<file path="src/rtl/mem_port_arbiter_if.sv">
// Requester and memory port-B bundle for mem_port_arbiter.
// The arbiter uses the slave modport. The requesters and the memory model use master.
interface mem_port_arbiter_if #(
  parameter int DATA = 18,
  parameter int ADDR = 14
);
  logic [2:0]        req;
  logic [2:0]        wr;
  logic [47:0]       addr;
  logic [3*DATA-1:0] din;
  logic [2:0]        gnt;
  logic [2:0]        rvalid;
  logic [DATA-1:0]   rdata;
  logic [2:0]        err;
  logic              mem_wr;
  logic [ADDR-1:0]   mem_addr;
  logic [DATA-1:0]   mem_din;
  logic [DATA-1:0]   mem_dout;

  modport slave (
    input  req, wr, addr, din, mem_dout,
    output gnt, rvalid, rdata, err, mem_wr, mem_addr, mem_din
  );

  modport master (
    output req, wr, addr, din, mem_dout,
    input  gnt, rvalid, rdata, err, mem_wr, mem_addr, mem_din
  );
endinterface

</file>
<file path="src/rtl/mem_port_arbiter.sv">
// Three-way port-B arbiter with a registered grant, a one-stage read return and sticky range errors.
// Defining ARB_CPU_PRIORITY_EN gives requester 0 absolute priority; requesters 1 and 2 then round-robin.
module mem_port_arbiter #(
  parameter int DATA = 18,
  parameter int ADDR = 14
) (
  input  logic              CLK,
  input  logic              CLR,
  mem_port_arbiter_if.slave bus
);

  logic [2:0]      gnt_q, gnt_d;
  logic [1:0]      last_q, last_d;
  logic [ADDR-1:0] addr_q, addr_d;
  logic [DATA-1:0] din_q, din_d;
  logic            wr_q, wr_d;
  logic            rd_q, rd_d;
  logic            oor_q, oor_d;
  logic [2:0]      rvalid_q, rvalid_d;
  logic            rerr_q, rerr_d;
  logic [2:0]      err_q, err_d;

  logic [2:0]      eligible;
  logic            win_valid;
  logic [1:0]      win_id;
  logic [15:0]     sel_addr;
  logic [DATA-1:0] sel_din;
  logic            sel_wr;
  logic            sel_oor;

  // A requester is not eligible in its own grant cycle, even if it still holds req.
  assign eligible = bus.req & ~gnt_q;

`ifndef ARB_CPU_PRIORITY_EN
  function automatic logic [1:0] rr_next(input logic [1:0] id);
    return (id == 2'd2) ? 2'd0 : id + 2'd1;
  endfunction
`endif

  always_comb begin
    // NOTE: every combinational output gets a default first, so no path infers a latch.
    win_valid = 1'b0;
    win_id    = 2'd0;
`ifdef ARB_CPU_PRIORITY_EN
    if (eligible[0]) begin
      win_valid = 1'b1;
      win_id    = 2'd0;
    end else if (eligible[1] && eligible[2]) begin
      win_valid = 1'b1;
      win_id    = (last_q == 2'd1) ? 2'd2 : 2'd1;
    end else if (eligible[1]) begin
      win_valid = 1'b1;
      win_id    = 2'd1;
    end else if (eligible[2]) begin
      win_valid = 1'b1;
      win_id    = 2'd2;
    end
`else
    begin
      logic [1:0] cand;
      cand = last_q;
      for (int k = 0; k < 3; k++) begin
        cand = rr_next(cand);
        if (!win_valid && eligible[cand]) begin
          win_valid = 1'b1;
          win_id    = cand;
        end
      end
    end
`endif
  end

  assign sel_addr = bus.addr[int'(win_id)*16 +: 16];
  assign sel_din  = bus.din[int'(win_id)*DATA +: DATA];
  assign sel_wr   = bus.wr[win_id];
  assign sel_oor  = |sel_addr[15:ADDR];

  always_comb begin
    gnt_d    = win_valid ? (3'b001 << win_id) : 3'b000;
    addr_d   = win_valid ? sel_addr[ADDR-1:0] : addr_q;
    din_d    = win_valid ? sel_din : din_q;
    wr_d     = win_valid & sel_wr & ~sel_oor;
    rd_d     = win_valid & ~sel_wr;
    oor_d    = win_valid & sel_oor;
    err_d    = err_q | (oor_d ? gnt_d : 3'b000);
    rvalid_d = rd_q ? gnt_q : 3'b000;
    rerr_d   = oor_q;
    last_d   = last_q;
`ifdef ARB_CPU_PRIORITY_EN
    // Requester 0's grants leave the 1/2 pointer unchanged.
    if (win_valid && win_id != 2'd0) last_d = win_id;
`else
    if (win_valid) last_d = win_id;
`endif
  end

  always_ff @(posedge CLK) begin
    // NOTE: sequential state uses non-blocking assignments only; reset is sampled on the clock edge.
    if (!CLR) begin
      gnt_q    <= '0;
      last_q   <= 2'd2;
      addr_q   <= '0;
      din_q    <= '0;
      wr_q     <= 1'b0;
      rd_q     <= 1'b0;
      oor_q    <= 1'b0;
      rvalid_q <= '0;
      rerr_q   <= 1'b0;
      err_q    <= '0;
    end else begin
      gnt_q    <= gnt_d;
      last_q   <= last_d;
      addr_q   <= addr_d;
      din_q    <= din_d;
      wr_q     <= wr_d;
      rd_q     <= rd_d;
      oor_q    <= oor_d;
      rvalid_q <= rvalid_d;
      rerr_q   <= rerr_d;
      err_q    <= err_d;
    end
  end

  assign bus.gnt      = gnt_q;
  assign bus.mem_wr   = wr_q;
  assign bus.mem_addr = addr_q;
  assign bus.mem_din  = din_q;
  assign bus.rvalid   = rvalid_q;
  assign bus.err      = err_q;
  // Memory data arrives one cycle after the address, which lines up with the return stage.
  assign bus.rdata    = (|rvalid_q && !rerr_q) ? bus.mem_dout : '0;

endmodule

</file>
<file path="src/flat_wrapper.sv">
// flat-port wrapper written by rule: the top's interface ports become plain ports
module mem_port_arbiter_flat 
#(
  parameter int DATA = 18,
  parameter int ADDR = 14
)
  (CLK, CLR, bus_req, bus_wr, bus_addr, bus_din, bus_mem_dout, bus_gnt, bus_rvalid, bus_rdata, bus_err, bus_mem_wr, bus_mem_addr, bus_mem_din);
  mem_port_arbiter_if #(.DATA(DATA), .ADDR(ADDR)) bus_i ();
  input  logic CLK;
  input  logic CLR;
  input wire logic [$bits(bus_i.req)-1:0] bus_req;
  input wire logic [$bits(bus_i.wr)-1:0] bus_wr;
  input wire logic [$bits(bus_i.addr)-1:0] bus_addr;
  input wire logic [$bits(bus_i.din)-1:0] bus_din;
  input wire logic [$bits(bus_i.mem_dout)-1:0] bus_mem_dout;
  output wire logic [$bits(bus_i.gnt)-1:0] bus_gnt;
  output wire logic [$bits(bus_i.rvalid)-1:0] bus_rvalid;
  output wire logic [$bits(bus_i.rdata)-1:0] bus_rdata;
  output wire logic [$bits(bus_i.err)-1:0] bus_err;
  output wire logic [$bits(bus_i.mem_wr)-1:0] bus_mem_wr;
  output wire logic [$bits(bus_i.mem_addr)-1:0] bus_mem_addr;
  output wire logic [$bits(bus_i.mem_din)-1:0] bus_mem_din;
  assign bus_i.req = bus_req;
  assign bus_i.wr = bus_wr;
  assign bus_i.addr = bus_addr;
  assign bus_i.din = bus_din;
  assign bus_i.mem_dout = bus_mem_dout;
  assign bus_gnt = bus_i.gnt;
  assign bus_rvalid = bus_i.rvalid;
  assign bus_rdata = bus_i.rdata;
  assign bus_err = bus_i.err;
  assign bus_mem_wr = bus_i.mem_wr;
  assign bus_mem_addr = bus_i.mem_addr;
  assign bus_mem_din = bus_i.mem_din;
  mem_port_arbiter #(.DATA(DATA), .ADDR(ADDR)) u_core (.CLK(CLK), .CLR(CLR), .bus(bus_i));
endmodule
</file>
<file path="config.mk">
export PLATFORM = sky130hd
export DESIGN_NAME = mem_port_arbiter_flat
export DESIGN_NICKNAME = d
export VERILOG_FILES = /design/src/rtl/mem_port_arbiter_if.sv /design/src/rtl/mem_port_arbiter.sv /design/src/flat_wrapper.sv
export SDC_FILE = /design/constraint.sdc
export NUM_CORES = 1
export LEC_CHECK = 0
export BUFFER_PORTS_ARGS = -buffer_cell sky130_fd_sc_hd__buf_2
export CORE_ASPECT_RATIO = 0.6
export CORE_MARGIN = 4
export CORE_UTILIZATION = 35
export CTS_BUF_LIST = sky130_fd_sc_hd__clkbuf_2 sky130_fd_sc_hd__clkbuf_4 sky130_fd_sc_hd__clkbuf_8
export DETAILED_ROUTE_END_ITERATION = 6
export PLACE_DENSITY = 0.82
export REMOVE_ABC_BUFFERS = 1
export SYNTH_ARGS = -nofsm -noshare
export SYNTH_HDL_FRONTEND = slang
export SYNTH_SLANG_ARGS = --single-unit
</file>
<file path="constraint.sdc">
create_clock -name CLK -period 2 [get_ports CLK]
set_input_delay 0.4 -clock CLK [delete_from_list [all_inputs] [get_ports CLK]]
set_output_delay 0.4 -clock CLK [all_outputs]
set_load 0.01 [all_outputs]
</file>
==> metrics.csv, run 1 <==
metric,value,unit
routability cong.,0.800,
Via density,5.17,
DRT iter0 DRCs,137,
total global-route track usage,17.9,%
setup bufs post-CTS,0,
Net Sw Power,756,uW
worst IR drop on VDD,0.000331,V
Comb pwr share,27.3,%
Buffers on Ports,187,
die height,71.4,um
syn_area_per_cell,9.29,sq um
Reg power frac,41.4,%
measured slew at the worst slew-check pin,0.722,ns
CP peak stage delay,0.40,ns
starting density of the core,37.1,%
core area,6300,sq um
Post-DP HPWL,5900,um
fmax,0.546,GHz
Hold WC Path Type,in2reg,
switching part of the total,28.4,%
num ports,188,
nets,560,
via count,2673,
Rows,22,
Max-cap violations,0,
DP Area,3340,sq um
initial antenna violation count,0,
Critical Path AT,2.05,ns
Clk Tree Root Cell,clkbuf_8,
internal power,1.91,mW
Slew Limit Fails,0,
post-route cell area,3490,sq um
LEAKAGE,1.74,nW
synth warn,0,
final hold viol count,0,
clock tree buffer depth,2,
number of global-route vias before repair,2564,
CTS sink count,47,
DRT Wirelength,7640,um
worst path cell trace,or3b_1 > and2_4 > nand2_1 > nand3_4 > o221ai_1,
Synth-to-Final Area Change,48.9,%
Filler cells,566,
pwr dens,765,nW/um^2
Clock Power Share,31.2,%
Post-Syn Area,2340,sq um
CTS tree,yes,
synthesis-stage register bit count,47,
Final Setup Violations,0,
Detail Route Antenna Nets,0,
synth unique cells,34,
RSZ-0062 raised after global routing,no,
worst-skew pair later-pin latency,0.30,ns
sequential area share after synthesis,40.2,%
Placed Cells,509,
CP Launch Type,flip-flop,
hold buffers post-CTS,0,
status,completed,
Critical Path Fanout Max,17,
Worst Path Required,2.22,ns
# DRC,0,
Crit. End Element,flip-flop,
Antenna Cells,0,
htree depth,2,
Die ar.,8100,sq um
die width,114,um
Final Skew,0.00493,ns
CTS buffer count,5,
area of the multi-input gates,1270,sq um
Slew HR,51.8,%
Register Area,941,sq um
Worst-path clk slew,0.09,ns
Fin Hold WS,0.300,ns
Tmin final,1.83,ns
Avg WL per Cell,14.8,um
Detailed Routing Iterations Pass 1,6,
Critical-path top delay cell,or3b_1,
Post-Syn Instances,252,
largest net degree at the start of global routing,42,
non-filler cells in the finished layout,517,
GR Overflow Total,0,
buffers and inverters on the worst path,0,
"CP delay by family, top",simple AND/OR/NAND/NOR gates,
total power draw,2.67,mW
share of layout cells above drive strength 1,51.5,%
crit path kind,reg2reg,
crit share post-route,91.6,%
first-pass GRT wire length,11900,um
[path summary, 6_finish.rpt]
path               startpoint                endpoint  slack [ns]  depth (start not counted)
max          u_core.last_q[0]  u_core.bus.mem_din[17]        0.17                          5
min               bus_addr[0]  u_core.bus.mem_addr[0]        0.30                          3
max reg2reg  u_core.last_q[0]  u_core.bus.mem_din[17]        0.17                          5
min reg2reg      u_core.oor_q           u_core.rerr_q        0.44                          1
[power groups by stage]
stage               sequential (mW)  clock (mW)  combinational (mW)
global route                   1.12       0.878               0.797
finish                         1.10       0.833               0.729
floorplan                      1.17           0               0.326
detailed placement             1.12           0               0.732
CTS                            1.10       0.852               0.733
global placement               1.12           0               0.714
[cell type report]
type | count | share of cell area, %
timing repair buffer | 195 | 29.3
clock buffer | 6 | 2.19
clock inverter | 2 | 1.72
multi-input combinational | 181 | 36.6
tap | 84 | 3.02
sequential | 47 | 27.0
inverter | 2 | 0.215
[cells by family (layout without fill, tap and decap cells)]
family	Yosys count	after routing	synth area share [%]
compound gates	62	62	22.9
buf+inv	24	205	5.83
flops	47	47	40.2
mux	19	19	8.28
simple gates	100	100	22.8
[Yosys cell counts, drive strengths merged]
master   instances  area share [%]
a32o             1            0.43
clkbuf           9             1.4
or3              1            0.27
nand2b           1            0.27
nand3           32             7.4
o2bb2ai          1             1.2
dfxtp           47              40
a222oi          17             7.3
o32ai            1            0.37
a21oi            5             1.1
and2            22             6.1
a211oi           1            0.32
and3             3            0.80
buf             13             4.1
mux2             3             1.4
mux2i           16             6.8
nor2             8             1.3
o21ai           20             4.3
o221ai          15             7.8
inv              2            0.32
nor3             2            0.64
or3b             1            0.37
and2b            1            0.37
o22ai            1            0.27
nand2           26             4.2
nor2b            3             1.1
[per-layer routing]
| layer | up-vias | global-route usage [%] | share of wire [%] | wire (um) |
|---|---|---|---|---|
| met5 | - | 0 | 0 | 0 |
| met4 | 0 | 3.87 | 0.65 | 50 |
| met3 | 6 | 5.49 | 11 | 841 |
| met2 | 144 | 32.0 | 49 | 3760 |
| met1 | 1216 | 21.2 | 39 | 2990 |
| li1 | 1307 | - | - | - |
[repair_timing]
action / 4_1_cts / 5_1_grt
resized for setup: 1 / 1
endpoints found under the setup margin: 5 / 17
gates cloned: 0 / 0
[layout by cell type, fill, tap and decap left out, types with 5 or more instances in the layout]
master and count:
o221ai_2 8, nand2_1 26, mux2i_1 16, nand3_1 31, buf_4 6, o21ai_1 17, and2_1 20, a21oi_1 5
o221ai_1 7, nor2_1 6, a222oi_1 17, clkbuf_8 5, buf_2 187, dfxtp_1 47
[through the flow]
stage | utilization (%) | TNS (ns) | worst slack, ns
2_1_floorplan | - | -2.58 | -0.126
3_5_place_dp | 53.1 | -0.00817 | -0.00817
3_3_place_gp | 53.1 | 0 | 0.0976
6_report | 55.3 | 0 | 0.168
5_1_grt | 55.3 | 0 | 0.0541
4_1_cts | 55.3 | 0 | 0.138
[sequential cells by signal, summed over array words and instances (netlist names)]
signal and flops:
u_core.bus.mem_din 18, u_core.bus.mem_addr 14, u_core.bus.err 3, u_core.bus.gnt 3, u_core.bus.rvalid 3, u_core.last_q 2, u_core.bus.mem_wr 1, u_core.oor_q 1
u_core.rd_q 1, u_core.rerr_q 1
[worst min-delay path, stage by stage]
cell,delay [ns]
buf_2,0.08
nand2_1,0.03
o21ai_1,0.05
No activity file was read; power rests on OpenSTA's default activity.
==> inputs of run 2 (changes only) <==
--- a/config.mk
+++ b/config.mk
@@ -11,7 +11,7 @@
 export CORE_UTILIZATION = 35
 export CTS_BUF_LIST = sky130_fd_sc_hd__clkbuf_2 sky130_fd_sc_hd__clkbuf_4 sky130_fd_sc_hd__clkbuf_8
 export DETAILED_ROUTE_END_ITERATION = 6
-export PLACE_DENSITY = 0.82
+export PLACE_DENSITY = 0.85
 export REMOVE_ABC_BUFFERS = 1
 export SYNTH_ARGS = -nofsm -noshare
 export SYNTH_HDL_FRONTEND = slang
==> constraint.sdc (replaced) <==
create_clock -name CLK -period 1.6 [get_ports CLK]
set_input_delay 0.32 -clock CLK [delete_from_list [all_inputs] [get_ports CLK]]
set_output_delay 0.32 -clock CLK [all_outputs]
set_load 0.01 [all_outputs]
==> metrics.csv, run 2 (synthesis gave the netlist of run 1 again) <==
metric,value,unit
Reg2Reg Setup Slack,-0.08,ns
Comb pwr share,31.2,%
met1 Use GR,24.6,%
worst IR drop on VDD,0.000420,V
crit path kind,reg2reg,
non-filler cells in the finished layout,539,
Worst Path Required,1.78,ns
worst hold start,bus_din[12],
core area,6300,sq um
Slew Limit Fails,0,
Clock Power Share,29.5,%
Buffers on Ports,187,
CP peak stage delay,0.40,ns
r2r startpoint,u_core.last_q[0],
Clk Tree Root Cell,clkbuf_8,
total global-route track usage,19.0,%
Critical Path AT,1.86,ns
Rows,22,
Critical Path Fanout Max,5,
Placed Cells,519,
status,finished with violations,
Net Sw Power,1.02,mW
first-pass GRT wire length,12700,um
initial antenna violation count,0,
Hold WC Path Type,in2reg,
CTS buffer count,5,
GR Overflow Total,0,
starting density of the core,37.1,%
htree depth,2,
Die ar.,8100,sq um
Tmin final,1.68,ns
Post-DP HPWL,6100,um
num ports,188,
buffers and inverters on the worst path,0,
worst-skew pair later-pin latency,0.30,ns
DRT Wirelength,8540,um
crit share post-route,105,%
nets,582,
GR Layer Usage met3,4.73,%
"CP delay by family, top",simple AND/OR/NAND/NOR gates,
most frequent cells in the layout,"buf_2 (187), dfxtp_1 (41), nand3_1 (31), nand2_1 (24), and2_1 (20)",
RR Endpoint,u_core.bus.mem_din[8],
M2 GR Usage,32.4,%
Final Setup Violations,47,
share of layout cells above drive strength 1,58.7,%
largest net degree at the start of global routing,42,
routability cong.,0.831,
final hold viol count,0,
number of global-route vias before repair,2662,
RSZ-0062 raised after global routing,yes,
Via density,5.26,
via count,2835,
fmax,0.595,GHz
hold path endpoint,u_core.bus.mem_din[12],
Detail Route Antenna Nets,0,
internal power,2.51,mW
GR peak layer,met2,
Register Area,948,sq um
Antenna Cells,0,
area of the multi-input gates,1420,sq um
pwr dens,919,nW/um^2
Max-cap violations,0,
worst path cell trace,or3b_4 > and2_4 > and2_4 > a222oi_1 > o21ai_1,
Synth-to-Final Area Change,64.3,%
pre-CTS WS,-0.249,ns
failing checks,negative setup slack,
Crit. End Element,flip-flop,
CTS sink count,47,
Fin Hold WS,0.220,ns
Final Skew,0.00591,ns
worst r2r path cells,5,
Slew HR,55.4,%
# DRC,0,
Detailed Routing Iterations Pass 1,6,
max reg flops,18,
measured slew at the worst slew-check pin,0.668,ns
CP Launch Type,flip-flop,
LEAKAGE,1.90,nW
"most common cell after layout, fill and taps aside",buf_2,
hold buffers post-CTS,0,
CTS tree,yes,
Worst path most repeated cell,and2_4,
switching part of the total,29.0,%
hold depth,3,
final setup margin,-0.0796,ns
die height,71.4,um
DRT iter0 DRCs,131,
Critical-path top delay cell,or3b_4,
Worst-path clk slew,0.09,ns
Reg power frac,39.3,%
Filler cells,494,
Avg WL per Cell,15.8,um
clock tree buffer depth,2,
total power draw,3.53,mW
die width,114,um
-- run 2: cell count changes in the layout (fill, tap and decap cells not counted), sizes merged --
| cell | change |
|---|---|
| clkbuf | +2 |
| buf | +16 |
| and2 | +2 |
| nor2 | +2 |
-- run 2: how the worst max path moves through the flow --
stage	from	to	cells past startpoint
after floorplan	u_core.bus.gnt[1]	u_core.bus.mem_addr[0]	4
after global placement	bus_req[1]	u_core.bus.mem_din[17]	6
after detailed placement	bus_req[1]	u_core.bus.mem_din[15]	6
after CTS	u_core.last_q[0]	u_core.bus.mem_din[8]	5
after global routing	u_core.last_q[0]	u_core.bus.mem_din[3]	5
final	u_core.last_q[0]	u_core.bus.mem_din[8]	5
-- run 2: repair_timing --
action,4_1_cts,5_1_grt
pin swaps,5,16
endpoints found under the setup margin,57,56
setup buffers,2,4
gates cloned,2,4
gates resized for setup,21,24
-- run 2: power groups by stage --
stage	Combinational (mW)	Sequential [mW]	Clock, mW
after floorplan	0.408	1.46	0
after global placement	0.913	1.40	0
after detailed placement	0.934	1.41	0
after CTS	1.00	1.38	1.06
after global routing	1.20	1.41	1.10
final	1.10	1.39	1.04
-- run 2: layer usage --
layer / up-vias / routed length (um)
met5: - / 0
met4: 0 / 88
met3: 11 / 878
met2: 165 / 4050
met1: 1300 / 3520
li1: 1359 / -
-- run 2: area by class of cell --
class / count / share of cell area (%)
Inverter: 2 / 0.195
Sequential cell: 47 / 24.7
Timing Repair Buffer: 213 / 31.9
Multi-Input combinational cell: 185 / 37.0
Clock buffer: 6 / 1.98
Tap cell: 84 / 2.73
Clock inverter: 2 / 1.56
-- run 2: tightest hold or removal path, stage by stage --
cell and delay [ns]:
buf_2 0.08, nand2_1 0.04, o21ai_1 0.05
-- run 2: through the flow --
stage / util [%] / setup TNS, ns / cell area, sq um
6_report: 61.0 / -1.22 / 3850
5_1_grt: 61.0 / -5.07 / 3850
3_5_place_dp: 54.0 / -7.49 / 3410
2_1_floorplan: - / -17.18 / 2210
4_1_cts: 58.0 / -0.482 / 3650
3_3_place_gp: 54.0 / -6.16 / 3410
